`config.mk`:
```
export PLATFORM = sky130hd
export DESIGN_NAME = mcu_branch_resolve_queue
export DESIGN_NICKNAME = d
export VERILOG_FILES = /design/src/rtl/mcu_branch_resolve_queue.sv
export SDC_FILE = /design/constraint.sdc
export NUM_CORES = 1
export LEC_CHECK = 0
export ABC_AREA = 1
export CORE_ASPECT_RATIO = 0.5
export CORE_MARGIN = 2
export CORE_UTILIZATION = 40
export CTS_CLUSTER_DIAMETER = 50
export DETAILED_ROUTE_END_ITERATION = 12
export PLACE_DENSITY = 0.6
export SLEW_MARGIN = 20
export SYNTH_ARGS = -nofsm -noshare
export SYNTH_HDL_FRONTEND = slang
export SYNTH_SLANG_ARGS = --single-unit
```
`constraint.sdc`:
```
create_clock -name clk -period 8 [get_ports clk]
set_clock_uncertainty 0.1 [all_clocks]
set_input_delay 0.8 -clock clk [delete_from_list [all_inputs] [get_ports clk]]
set_output_delay 0.8 -clock clk [all_outputs]
set_load 0.1 [all_outputs]
```
`src/rtl/mcu_branch_resolve_queue.sv`:
```
// In-order queue of predicted branches: checks each prediction against execute, trains the BHT, redirects fetch.
// Optional perf counters are built only when MCU_BRQ_PERF_EN is defined.
module mcu_branch_resolve_queue #(
  parameter int DEPTH = 4,
  parameter int PC_W  = 32
) (
  input  logic            clk,
  input  logic            rst_n,
  input  logic            alloc_valid,
  output logic            alloc_ready,
  input  logic [PC_W-1:0] alloc_pc,
  input  logic            alloc_pred_taken,
  input  logic [PC_W-1:0] alloc_pred_target,
  input  logic            resolve_valid,
  input  logic            resolve_taken,
  input  logic [PC_W-1:0] resolve_target,
  input  logic            flush_in,
  output logic            update_valid,
  output logic [PC_W-1:0] update_pc,
  output logic            update_taken,
  output logic            redirect_valid,
  output logic [PC_W-1:0] redirect_pc,
  output logic            empty,
  output logic [31:0]     perf_branches,
  output logic [31:0]     perf_mispredicts
);

  localparam int AW = $clog2(DEPTH);
  localparam logic [AW:0] FULL = (AW+1)'(DEPTH);

  logic [PC_W-1:0] r_pc  [DEPTH];
  logic            r_pt  [DEPTH];
  logic [PC_W-1:0] r_tgt [DEPTH];

  logic [AW-1:0]   r_head;
  logic [AW-1:0]   r_tail;
  logic [AW:0]     r_count;

  logic            r_upd_valid;
  logic [PC_W-1:0] r_upd_pc;
  logic            r_upd_taken;
  logic            r_redir_valid;
  logic [PC_W-1:0] r_redir_pc;

  logic            w_push;
  logic            w_resolve;
  logic            w_mispredict;
  logic            w_write;
  logic [PC_W-1:0] w_head_pc;

  assign alloc_ready  = (r_count != FULL);
  assign empty        = (r_count == '0);
  assign w_push       = alloc_valid && alloc_ready;
  assign w_resolve    = resolve_valid && !empty && !flush_in;
  assign w_head_pc    = r_pc[r_head];
  assign w_mispredict = (r_pt[r_head] != resolve_taken) ||
                        (resolve_taken && (r_tgt[r_head] != resolve_target));
  // A mispredict squashes the queue, so a same-cycle alloc is wrong-path and dropped.
  assign w_write      = w_push && !flush_in && !(w_resolve && w_mispredict);

  always_ff @(posedge clk) begin
    if (w_write) begin
      r_pc[r_tail]  <= alloc_pc;
      r_pt[r_tail]  <= alloc_pred_taken;
      r_tgt[r_tail] <= alloc_pred_target;
    end
  end

  always_ff @(posedge clk) begin
    if (!rst_n) begin
      r_head        <= '0;
      r_tail        <= '0;
      r_count       <= '0;
      r_upd_valid   <= 1'b0;
      r_upd_pc      <= '0;
      r_upd_taken   <= 1'b0;
      r_redir_valid <= 1'b0;
      r_redir_pc    <= '0;
    end else begin
      r_upd_valid   <= 1'b0;
      r_redir_valid <= 1'b0;
      if (flush_in || (w_resolve && w_mispredict)) begin
        r_head  <= '0;
        r_tail  <= '0;
        r_count <= '0;
      end else begin
        if (w_write)   r_tail <= r_tail + AW'(1);
        if (w_resolve) r_head <= r_head + AW'(1);
        r_count <= r_count + {{AW{1'b0}}, w_write} - {{AW{1'b0}}, w_resolve};
      end
      if (w_resolve) begin
        r_upd_valid   <= 1'b1;
        r_upd_pc      <= w_head_pc;
        r_upd_taken   <= resolve_taken;
        r_redir_valid <= w_mispredict;
        r_redir_pc    <= resolve_taken ? resolve_target : (w_head_pc + PC_W'(4));
      end
    end
  end

  assign update_valid   = r_upd_valid;
  assign update_pc      = r_upd_pc;
  assign update_taken   = r_upd_taken;
  assign redirect_valid = r_redir_valid;
  assign redirect_pc    = r_redir_pc;

`ifdef MCU_BRQ_PERF_EN
  logic [31:0] r_perf_br;
  logic [31:0] r_perf_mis;

  always_ff @(posedge clk) begin
    if (!rst_n) begin
      r_perf_br  <= '0;
      r_perf_mis <= '0;
    end else if (w_resolve) begin
      r_perf_br <= r_perf_br + 32'd1;
      if (w_mispredict) r_perf_mis <= r_perf_mis + 32'd1;
    end
  end

  assign perf_branches    = r_perf_br;
  assign perf_mispredicts = r_perf_mis;
`else
  assign perf_branches    = '0;
  assign perf_mispredicts = '0;
`endif

endmodule
```
==> reports/metrics.cfg, run 1 <==
[outcome]
outcome = finished, final reports clean

[finish]
antenna_cells = 0
area_growth_pct = 19.0
nets = 1745
fill_cells = 3323
layout.cells.most_common = sky130_fd_sc_hd__nand2_1
finalInstanceArea_um2 = 17700
post_route_cells_drive_above_1_share_pct = 5.97
most_frequent_cells_in_the_layout = sky130_fd_sc_hd__nand2_1 (465), sky130_fd_sc_hd__edfxtp_1 (260), sky130_fd_sc_hd__clkdlybuf4s50_1 (171), sky130_fd_sc_hd__nand3_1 (163), sky130_fd_sc_hd__nor2_1 (86)

[floorplan]
initial_cell_density_of_the_core_pct = 41.0
floorplan.rows = 49
die_w_um = 277
core_area_um2 = 36200
design.portCount = 236
die_area_um2 = 38800
die-height_um = 140

[timing]
totalNegativeSetupSlack_ns = 0
drv_slew = 0
finalSetupViolations = 0
timing_worst_slew_pin_value_ns = 1.02
slew-limit-headroom_pct = 32.1
clock.fmax_mhz = 186
grt_setup_unrepaired = no
final_min_period_over_clock_period_pct = 67.1
finalWorstPathRequiredPeriod_ns = 5.37
fin_ws_ns = 2.63
hold_violation_count_in_the_final_report = 0

[yosys]
synth_enable_flop_cells = 260
post_synth_inst_count = 1481
synth.yosys.seq_area_share_pct = 62.8
yosys_warnings = 0
ys_dominant_reg_cell = sky130_fd_sc_hd__edfxtp_1
synthesis.area_um2 = 14900
synth_largest_type_area_fraction_pct = 52.6
synthTopCellsByArea = sky130_fd_sc_hd__edfxtp_1 (53%), sky130_fd_sc_hd__nand2_1 (12%), sky130_fd_sc_hd__dfxtp_1 (10%)
postSynthRegisterBits = 336
synth_area_per_cell_um2 = 10.0
largest_area_contributor_in_the_netlist = sky130_fd_sc_hd__edfxtp_1
ys_types = 44
asyncSetResetFlopFracSynth_pct = 0

[setup_path]
setup.worst_path.end_class = flop
critPathRequiredTime_ns = 8.09
worst_r2r_endpoint = r_tgt[1][28]
reg2reg_depth = 14
timing_worst_setup_path_type = flop to flop
startpoint_type_of_the_worst_setup_path = flop
worst_case_register_to_register_setup_slack_ns = 2.63
arrival_time_worst_endpoint_ns = 5.46
worstPathMaxFanout = 41

[job]
drv_cap = 0

[clocking]
clk_latency_ns = 0.57
post-cts-setup-buffer-count = 0
clockRootBuffer = sky130_fd_sc_hd__clkbuf_16
cts_hold_repair.buffers = 0
clk_pin_slew_ns = 0.07
cts_tree = done
cts-htree-levels = 1
cts.sink_count = 336
cts.path.max_buffers = 3
tritoncts.num_buffers = 31
cts_resized = 0

[detailed_routing]
antenna_violating_nets_post_route = 0
vias_per_cell = 4.98
drtPass1Iterations = 6
detailroute.via_count = 10700
route.final.wire_length_um = 40600
initial_drc_count = 852
drcViolationCount = 0
wl_per_cell_um = 19.0

[global_routing]
grt_pass1_wl_um = 61000
via_count_of_the_first_global_routing_pass = 9839
gr-total-overflow = 0
grt_max_degree = 137
grt_use_total_pct = 20.5
grt_antenna_before_repair = 1

[min_path]
worstHoldPathType = flop to flop
worst_hold_path.num_cells = 2
worst_hold_startpoint = redirect_pc[31]
worst_hold_path.endpoint = redirect_pc[31]

[place]
buffer_ports.inserted = 171
placed_cell_area_um2 = 16600
dpl_worst_slack_ns = 2.44
place_hpwl_um = 27600
routabilityCongestion = 0.850

[pwr]
power.static_leakage_uw = 0.00662
power_density_nw_per_um2 = 217
power.ir.vdd_worst_mv = 0.165
post-layout-total-power_uw = 3840

-- metal layers --
layer | global-route usage, % | wire length, um | share of wire, % | vias up
li1 | - | - | - | 5184
met1 | 28.9 | 18500 | 46 | 5108
met2 | 34.1 | 19300 | 47 | 324
met3 | 2.99 | 2190 | 5.4 | 42
met4 | 3.68 | 640 | 1.6 | 2
met5 | 0 | 13 | 0.032 | -
-- power breakdown --
part | switching [uW] | internal (uW)
registers | 11.3 | 1910
logic | 337 | 97.9
clock network | 656 | 825
-- cell usage after synthesis (all sizes together) (3+ instances only) --
cell / count
o21bai: 3
a21oi: 63
xnor2: 3
nand3: 163
nand4: 6
nor3: 8
nor2: 98
clkbuf: 25
o21ai: 56
a31oi: 12
xor2: 15
edfxtp: 260
inv: 75
nand2: 475
nand3b: 6
ha: 7
dfxtp: 76
buf: 104
o211ai: 14
-- worst max-delay path, stage by stage, from the launching register on --
cell	delay (ns)
sky130_fd_sc_hd__dfxtp_2	0.87
sky130_fd_sc_hd__clkinv_2	0.68
sky130_fd_sc_hd__buf_4	0.50
sky130_fd_sc_hd__nand3_1	0.15
sky130_fd_sc_hd__nand2_1	0.09
sky130_fd_sc_hd__nor2_1	0.10
sky130_fd_sc_hd__nand2_1	0.08
sky130_fd_sc_hd__nor2_1	0.08
sky130_fd_sc_hd__nand2_1	0.05
sky130_fd_sc_hd__nor2_1	0.12
sky130_fd_sc_hd__nand3_1	0.17
sky130_fd_sc_hd__o21bai_4	0.28
sky130_fd_sc_hd__nand2_2	0.23
sky130_fd_sc_hd__nor2_4	0.73
sky130_fd_sc_hd__buf_4	0.65
-- cell type report --
cell class / count / area (um2) / area share (%)
Multi-Input combinational cell: 1003 / 4590 / 26.0
Clock buffer: 45 / 911 / 5.15
Inverter: 76 / 294 / 1.66
Clock inverter: 12 / 98.8 / 0.559
Timing Repair Buffer: 186 / 1840 / 10.4
Tap cell: 484 / 606 / 3.43
Sequential cell: 336 / 9330 / 52.8
-- flip-flops by register name, indices dropped and copies added (netlist names), named ones only --
signal          flops
r_count             3
r_head              2
r_pc              128
r_pt                4
r_tail              2
r_tgt             128
redirect_pc        32
redirect_valid      1
update_pc          32
update_taken        1
update_valid        1
-- cell families (layout without fill, tap and decap cells) --
group / after synthesis / in the layout / synth area share, %
adder cells (fa/ha/maj): 8 / 8 / 0.724
other: 1 / 64 / 0.0252
AO/OA/AOI/OAI: 155 / 155 / 5.89
AND/OR/NAND/NOR: 758 / 758 / 21.4
XOR/XNOR: 18 / 18 / 1.06
flip-flops: 336 / 336 / 62.8
buffers and inverters: 205 / 319 / 8.11
-- worst max-delay path by stage --
stage | depth (start not counted) | endpoint | slack [ns] | from
6_report | 14 | r_tgt[1][28] | 2.63 | flop
5_1_grt | 14 | r_tgt[1][28] | 2.23 | flop
4_1_cts | 14 | r_tgt[3][11] | 2.40 | flop
3_5_place_dp | 12 | r_tgt[3][11] | 2.44 | resolve_taken
3_3_place_gp | 12 | r_tgt[3][3] | 2.52 | resolve_taken
2_1_floorplan | 6 | r_pc[0][0] | 1.49 | r_count[1]
-- stage by stage --
stage	hold WS [ns]	util, %	std cells
2_1_floorplan	0.393	-	1544
3_3_place_gp	0.356	45.9	2084
3_5_place_dp	0.363	45.9	2084
4_1_cts	0.372	48.7	2141
5_1_grt	0.393	48.8	2142
6_report	0.372	48.8	2142
(Power assumes the default switching activity.)
==> inputs of run 2 (changes only) <==
--- a/config.mk
+++ b/config.mk
@@ -11,7 +11,7 @@
 export CORE_UTILIZATION = 40
 export CTS_CLUSTER_DIAMETER = 50
 export DETAILED_ROUTE_END_ITERATION = 12
-export PLACE_DENSITY = 0.6
+export PLACE_DENSITY = 0.63
 export SLEW_MARGIN = 20
 export SYNTH_ARGS = -nofsm -noshare
 export SYNTH_HDL_FRONTEND = slang
==> constraint.sdc (replaced) <==
create_clock -name clk -period 4.4 [get_ports clk]
set_clock_uncertainty 0.1 [all_clocks]
set_input_delay 0.44 -clock clk [delete_from_list [all_inputs] [get_ports clk]]
set_output_delay 0.44 -clock clk [all_outputs]
set_load 0.1 [all_outputs]
==> reports/metrics.cfg, run 2 (synthesis results as in run 1) <==
[timing]
clock.fmax_mhz = 245  ; +32%
totalNegativeSetupSlack_ns = 0  ; unchanged
drv_slew = 0  ; unchanged
finalWorstPathRequiredPeriod_ns = 4.08  ; -1.29 ns
final_min_period_over_clock_period_pct = 92.7  ; +26 points
grt_setup_unrepaired = no
finalSetupViolations = 0  ; unchanged
timing_worst_slew_pin_value_ns = 1.03  ; +0.00935 ns
slew-limit-headroom_pct = 31.2  ; -0.84 points
worst_hold_slack_ns = 0.368  ; -0.00398 ns
hold_violation_count_in_the_final_report = 0  ; unchanged

[setup_path]
critPathSlowestCell = sky130_fd_sc_hd__dfxtp_4
worst_r2r_endpoint = r_count[2]
crit_path_frequent_cell = sky130_fd_sc_hd__nand2_1
critPathRequiredTime_ns = 4.75  ; -3.34 ns
timing.critical_path.slowest_cell_delay_ns = 0.49  ; -0.38 ns
setup.worst_path.end_class = flop
cell_by_cell_trace_of_the_critical_path = buf_12 > nand2_1 > nand3_1 > nand2_1 > nor2_1 > nand2_1 > nor2_1 > nand2_1 > nor2_1 > nand3_1 > o21bai_4 > nand2_2 > ha_1 > inv_1 > ha_1 > inv_1 > fa_1 > or2_2 > a21oi_1
cp_delay_by_family_top = simple AND/OR/NAND/NOR gates
startpoint_type_of_the_worst_setup_path = flop
worstPathMaxFanout = 66  ; +61%
critical_path_buf_inv_count = 3  ; unchanged
worst_case_register_to_register_setup_slack_ns = 0.32  ; -2.31 ns
timing_worst_setup_path_type = flop to flop
reg2reg_depth = 19  ; +5
arrival_time_worst_endpoint_ns = 4.42  ; -1.04 ns

[floorplan]
die-height_um = 140  ; unchanged
design.portCount = 236  ; unchanged
core_area_um2 = 36200  ; unchanged
die_w_um = 277  ; unchanged
initial_cell_density_of_the_core_pct = 41.0  ; unchanged
die_area_um2 = 38800  ; unchanged
floorplan.rows = 49  ; unchanged

[min_path]
worst_hold_path.num_cells = 2  ; unchanged
worst_hold_startpoint = redirect_pc[31]
worst_hold_path.endpoint = redirect_pc[31]
worstHoldPathType = flop to flop

[clocking]
cts.sink_count = 336  ; unchanged
clk_latency_ns = 0.52  ; -0.05 ns
cts-htree-levels = 2  ; +1
clk_pin_slew_ns = 0.07  ; about the same
cts_tree = done
clockRootBuffer = sky130_fd_sc_hd__clkbuf_16
cts.path.max_buffers = 3  ; unchanged
tritoncts.num_buffers = 34  ; +9.7%

[global_routing]
gr-total-overflow = 0  ; unchanged
grt_use_total_pct = 20.1  ; -0.38 points
grt_max_degree = 90  ; -34%
grt_pass1_wl_um = 59300  ; -2.8%
via_count_of_the_first_global_routing_pass = 10000  ; +1.9%
grt_antenna_before_repair = 3  ; +2

[detailed_routing]
wl_per_cell_um = 18.4  ; -2.8%
dr.max_layer_used = met5
met1_length_um = 17000  ; -7.9%
route.final.wire_length_um = 39700  ; -2.3%
detailroute.via_count = 10900  ; +1.9%
met3WireLength_um = 2660  ; +22%
wl_met2_um = 18800  ; -2.8%
antenna_violating_nets_post_route = 0  ; unchanged
vias_per_cell = 5.04  ; +1.3%
initial_drc_count = 834  ; -2.1%
drtPass1Iterations = 5  ; -1
drcViolationCount = 0  ; unchanged

[place]
placed_cells = 2094  ; +0.48%
placed_cell_area_um2 = 16800  ; +0.70%
routabilityCongestion = 0.877  ; +3.3%
place_hpwl_um = 27000  ; -2.0%
buffer_ports.inserted = 171  ; unchanged

[finish]
post_route_cells_drive_above_1_share_pct = 6.46  ; +0.49 points
reg_top3 = r_pc: 128 flops, r_tgt: 128 flops
final-instance-count-excl-fill = 2155  ; +0.61%
fill_cells = 3231  ; -2.8%
nets = 1757  ; +0.69%
most_frequent_cells_in_the_layout = sky130_fd_sc_hd__nand2_1 (465), sky130_fd_sc_hd__edfxtp_1 (260), sky130_fd_sc_hd__clkdlybuf4s50_1 (171), sky130_fd_sc_hd__nand3_1 (163), sky130_fd_sc_hd__nor2_1 (86)
layout.cells.most_common = sky130_fd_sc_hd__nand2_1
finalInstanceArea_um2 = 17900  ; +1.3%
area_growth_pct = 20.6
antenna_cells = 0  ; unchanged

[pwr]
power.ir.vdd_worst_mv = 0.185  ; +12%
power_density_nw_per_um2 = 407  ; +87%
power.static_leakage_uw = 0.00673  ; +1.6%

[job]
drv_cap = 0  ; unchanged

[outcome]
outcome = finished, final reports clean

run 2: cell types whose count changed in the layout (fill, tap and decap cells not counted), sizes merged:
cell    delta
bufinv     +3
clkbuf     +2
clkinv     -2
inv        +1
buf        +9
run 2: cell type report:
type                            instances  area, um2  area share [%]
Tap cell                              484        606            3.38
Clock buffer                           47        973            5.43
Multi-Input combinational cell       1003       4600            25.7
Timing Repair Buffer                  195       1930            10.8
Inverter                               76        298            1.66
Sequential cell                       336       9330            52.1
Clock inverter                         14        176           0.985
run 2: how the worst max path moves through the flow:
stage	from	end	slack, ns	cells after the start
final	flop	r_count[2]	0.32	19
after global routing	flop	r_count[2]	0.01	19
after CTS	flop	r_count[2]	0.33	19
after global placement	flop	r_count[2]	0.38	19
after detailed placement	flop	r_count[2]	0.35	19
after floorplan	r_count[1]	r_pc[0][0]	-0.07	6
run 2: repair_timing:
action | CTS | global route
resized for setup | 0 | 1
endpoints found under the setup margin | 0 | 1
buffers inserted | 0 | 0
endpoints found under the hold margin | 0 | 0
hold buffers | 0 | 0
run 2: metrics by stage:
stage / total power [uW] / utilization [%] / setup slack, ns
floorplan: 4150 / - / -0.0653
global placement: 4350 / 46.3 / 0.383
detailed placement: 4360 / 46.3 / 0.354
CTS: 7310 / 49.4 / 0.333
global route: 7480 / 49.4 / 0.0115
finish: 7280 / 49.4 / 0.322
run 2: layer usage:
layer / up-vias / GRT usage (%)
met5: - / 0
met4: 2 / 7.65
met3: 87 / 4.07
met2: 394 / 32.7
met1: 5171 / 26.7
li1: 5211 / -
run 2: tightest hold or removal path: stages, from the launching register on:
cell                      delay, ns
sky130_fd_sc_hd__dfxtp_1       0.31
sky130_fd_sc_hd__nand2_1       0.06
sky130_fd_sc_hd__a21oi_1       0.05
run 2: power breakdown:
| part | internal (uW) | total, uW | leakage [uW] | switching, uW |
|---|---|---|---|---|
| sequential | 3480 | 3500 | 0.00298 | 21.6 |
| clock | 1790 | 2990 | 0.000562 | 1200 |
| combinational | 182 | 792 | 0.00319 | 610 |
==> inputs of run 3 (changes only) <==
--- a/config.mk
+++ b/config.mk
@@ -11,6 +11,7 @@
 export CORE_UTILIZATION = 40
 export CTS_CLUSTER_DIAMETER = 50
 export DETAILED_ROUTE_END_ITERATION = 12
+export MAX_ROUTING_LAYER = met4
 export PLACE_DENSITY = 0.63
 export SLEW_MARGIN = 20
 export SYNTH_ARGS = -nofsm -noshare
==> reports/metrics.cfg, run 3 (synthesis results as in run 1) <==
[outcome]
outcome = finished, final reports clean

[timing]
timing_worst_slew_pin_value_ns = 1.01  ; -0.0192 ns
worst_hold_slack_ns = 0.369  ; +0.000857 ns
drv_slew = 0  ; unchanged
final_min_period_over_clock_period_pct = 91.9  ; -0.76 points
finalSetupViolations = 0  ; unchanged
finalWorstPathRequiredPeriod_ns = 4.04  ; -0.0335 ns
slew-limit-headroom_pct = 32.5  ; +1.3 points
totalNegativeSetupSlack_ns = 0  ; unchanged
hold_violation_count_in_the_final_report = 0  ; unchanged
clock.fmax_mhz = 247  ; +0.83%
grt_setup_unrepaired = no

[finish]
fin_util_pct = 49.5  ; about the same
layout.cells.most_common = sky130_fd_sc_hd__nand2_1
post_route_cells_drive_above_1_share_pct = 6.46  ; unchanged
finalInstanceArea_um2 = 17900  ; about the same
area_growth_pct = 20.6  ; about the same
most_frequent_cells_in_the_layout = sky130_fd_sc_hd__nand2_1 (465), sky130_fd_sc_hd__edfxtp_1 (260), sky130_fd_sc_hd__clkdlybuf4s50_1 (171), sky130_fd_sc_hd__nand3_1 (163), sky130_fd_sc_hd__nor2_1 (86)
nets = 1757  ; unchanged
reg_top3 = r_pc: 128 flops, r_tgt: 128 flops
fill_cells = 3230  ; -0.031%

[setup_path]
timing.critical_path.slowest_cell_delay_ns = 0.50  ; about the same
reg2reg_depth = 19  ; unchanged
crit_path_frequent_cell = sky130_fd_sc_hd__nand2_1
startpoint_type_of_the_worst_setup_path = flop
arrival_time_worst_endpoint_ns = 4.39  ; -0.03 ns
worst_r2r_endpoint = r_count[2]
endpoint = r_count[2]
critPathRequiredTime_ns = 4.75  ; about the same
worst_case_register_to_register_setup_slack_ns = 0.36  ; +0.03 ns
worstPathMaxFanout = 66  ; unchanged
critPathSlowestCell = sky130_fd_sc_hd__dfxtp_4
timing_worst_setup_path_type = flop to flop
cell_by_cell_trace_of_the_critical_path = buf_12 > nand2_1 > nand3_1 > nand2_1 > nor2_1 > nand2_1 > nor2_1 > nand2_1 > nor2_1 > nand3_1 > o21bai_4 > nand2_2 > ha_1 > inv_1 > ha_1 > inv_1 > fa_1 > or2_2 > a21oi_1
setup.worst_path.end_class = flop

[place]
buffer_ports.inserted = 171  ; unchanged
routabilityCongestion = 0.892  ; +1.6%
place_hpwl_um = 27000  ; unchanged
placed_cell_area_um2 = 16800  ; unchanged

[global_routing]
grt_pass1_wl_um = 59200  ; about the same
grt_antenna_before_repair = 3  ; unchanged
grt_max_degree = 90  ; unchanged
grt_use_total_pct = 20.7  ; +0.62 points
gr-total-overflow = 0  ; unchanged
via_count_of_the_first_global_routing_pass = 9999  ; -0.24%

[pwr]
internal_power_uw = 5450  ; about the same
power.ir.vdd_worst_mv = 0.185  ; -0.12%
p_comb_share_pct = 10.9  ; about the same
power.static_leakage_uw = 0.00673  ; about the same
power.clock.fraction_pct = 41.0  ; about the same
power_density_nw_per_um2 = 406  ; -0.17%
power.share.sequential_pct = 48.1  ; about the same
switching_share_pct = 25.0  ; -0.10 points
power.switching_uw = 1820  ; -0.55%

[detailed_routing]
vias_per_cell = 5.00  ; -0.85%
detailroute.via_count = 10800  ; -0.75%
drcViolationCount = 0  ; unchanged
antenna_violating_nets_post_route = 0  ; unchanged
initial_drc_count = 832  ; -0.24%
route.final.wire_length_um = 39600  ; -0.16%
wl_per_cell_um = 18.4  ; -0.25%
drtPass1Iterations = 5  ; unchanged

[floorplan]
design.portCount = 236  ; unchanged
initial_cell_density_of_the_core_pct = 41.0  ; unchanged
die_area_um2 = 38800  ; unchanged
die_w_um = 277  ; unchanged
die-height_um = 140  ; unchanged
floorplan.rows = 49  ; unchanged
core_area_um2 = 36200  ; unchanged

[min_path]
worst_hold_startpoint = redirect_pc[31]
worstHoldPathType = flop to flop

[clocking]
cts_tree = done
cts_hold_repair.buffers = 0  ; unchanged
tritoncts.num_buffers = 34  ; unchanged
clockRootBuffer = sky130_fd_sc_hd__clkbuf_16
cts-htree-levels = 2  ; unchanged
cts.path.max_buffers = 3  ; unchanged
cts.sink_count = 336  ; unchanged
clk_latency_ns = 0.52  ; about the same
clk_pin_slew_ns = 0.07  ; about the same

[job]
drv_cap = 0  ; unchanged

[run 3: power groups by stage]
stage | Sequential [uW] | Combinational (uW) | Clock [uW]
CTS | 3500 | 790 | 3020
finish | 3500 | 791 | 2980
global placement | 3570 | 784 | 0
floorplan | 3670 | 479 | 0
global route | 3500 | 836 | 3150
detailed placement | 3570 | 787 | 0
[run 3: worst max-delay path, delay by kind of cell (launching register included)]
| family | cells | cell delay [ns] |
|---|---|---|
| simple gates | 11 | 1.69 |
| buf+inv | 3 | 0.40 |
| compound gates | 2 | 0.39 |
| fa+ha+maj | 3 | 0.82 |
| flops | 1 | 0.50 |
[run 3: how the worst min path moves through the flow]
stage	to	slack [ns]	depth (start not counted)
after global placement	redirect_pc[31]	0.36	2
after floorplan	flop	0.39	3
after detailed placement	redirect_pc[31]	0.36	2
after global routing	redirect_pc[31]	0.39	2
final	redirect_pc[31]	0.37	2
after CTS	redirect_pc[31]	0.37	2
[run 3: layer usage]
metal / global-route usage, % / share of wire (%) / up-vias
met2: 32.8 / 47 / 379
met5: - / 0 / -
met1: 26.6 / 43 / 5114
met3: 4.12 / 6.9 / 75
li1: - / - / 5215
met4: 7.65 / 2.9 / 0
[run 3: stage by stage]
step | worst slack [ns] | total power (uW) | cells
finish | 0.356 | 7270 | 2157
global route | 0.00960 | 7480 | 2157
CTS | 0.333 | 7310 | 2155
detailed placement | 0.354 | 4360 | 2094
global placement | 0.383 | 4350 | 2094
floorplan | -0.0653 | 4150 | 1544
[run 3: area by class of cell]
type	instances	area, um2	area share [%]
antenna	2	5.00	0.0279
clock buffer	47	973	5.43
clock inverter	14	176	0.985
inverter	76	298	1.66
multi-input combinational	1003	4600	25.7
sequential	336	9330	52.1
tap	484	606	3.38
timing repair buffer	195	1930	10.8
[run 3: timing repair]
action                     in CTS  in global routing
buffers inserted                0                  0
gates resized for setup         0                  1
setup endpoints to repair       0                  1
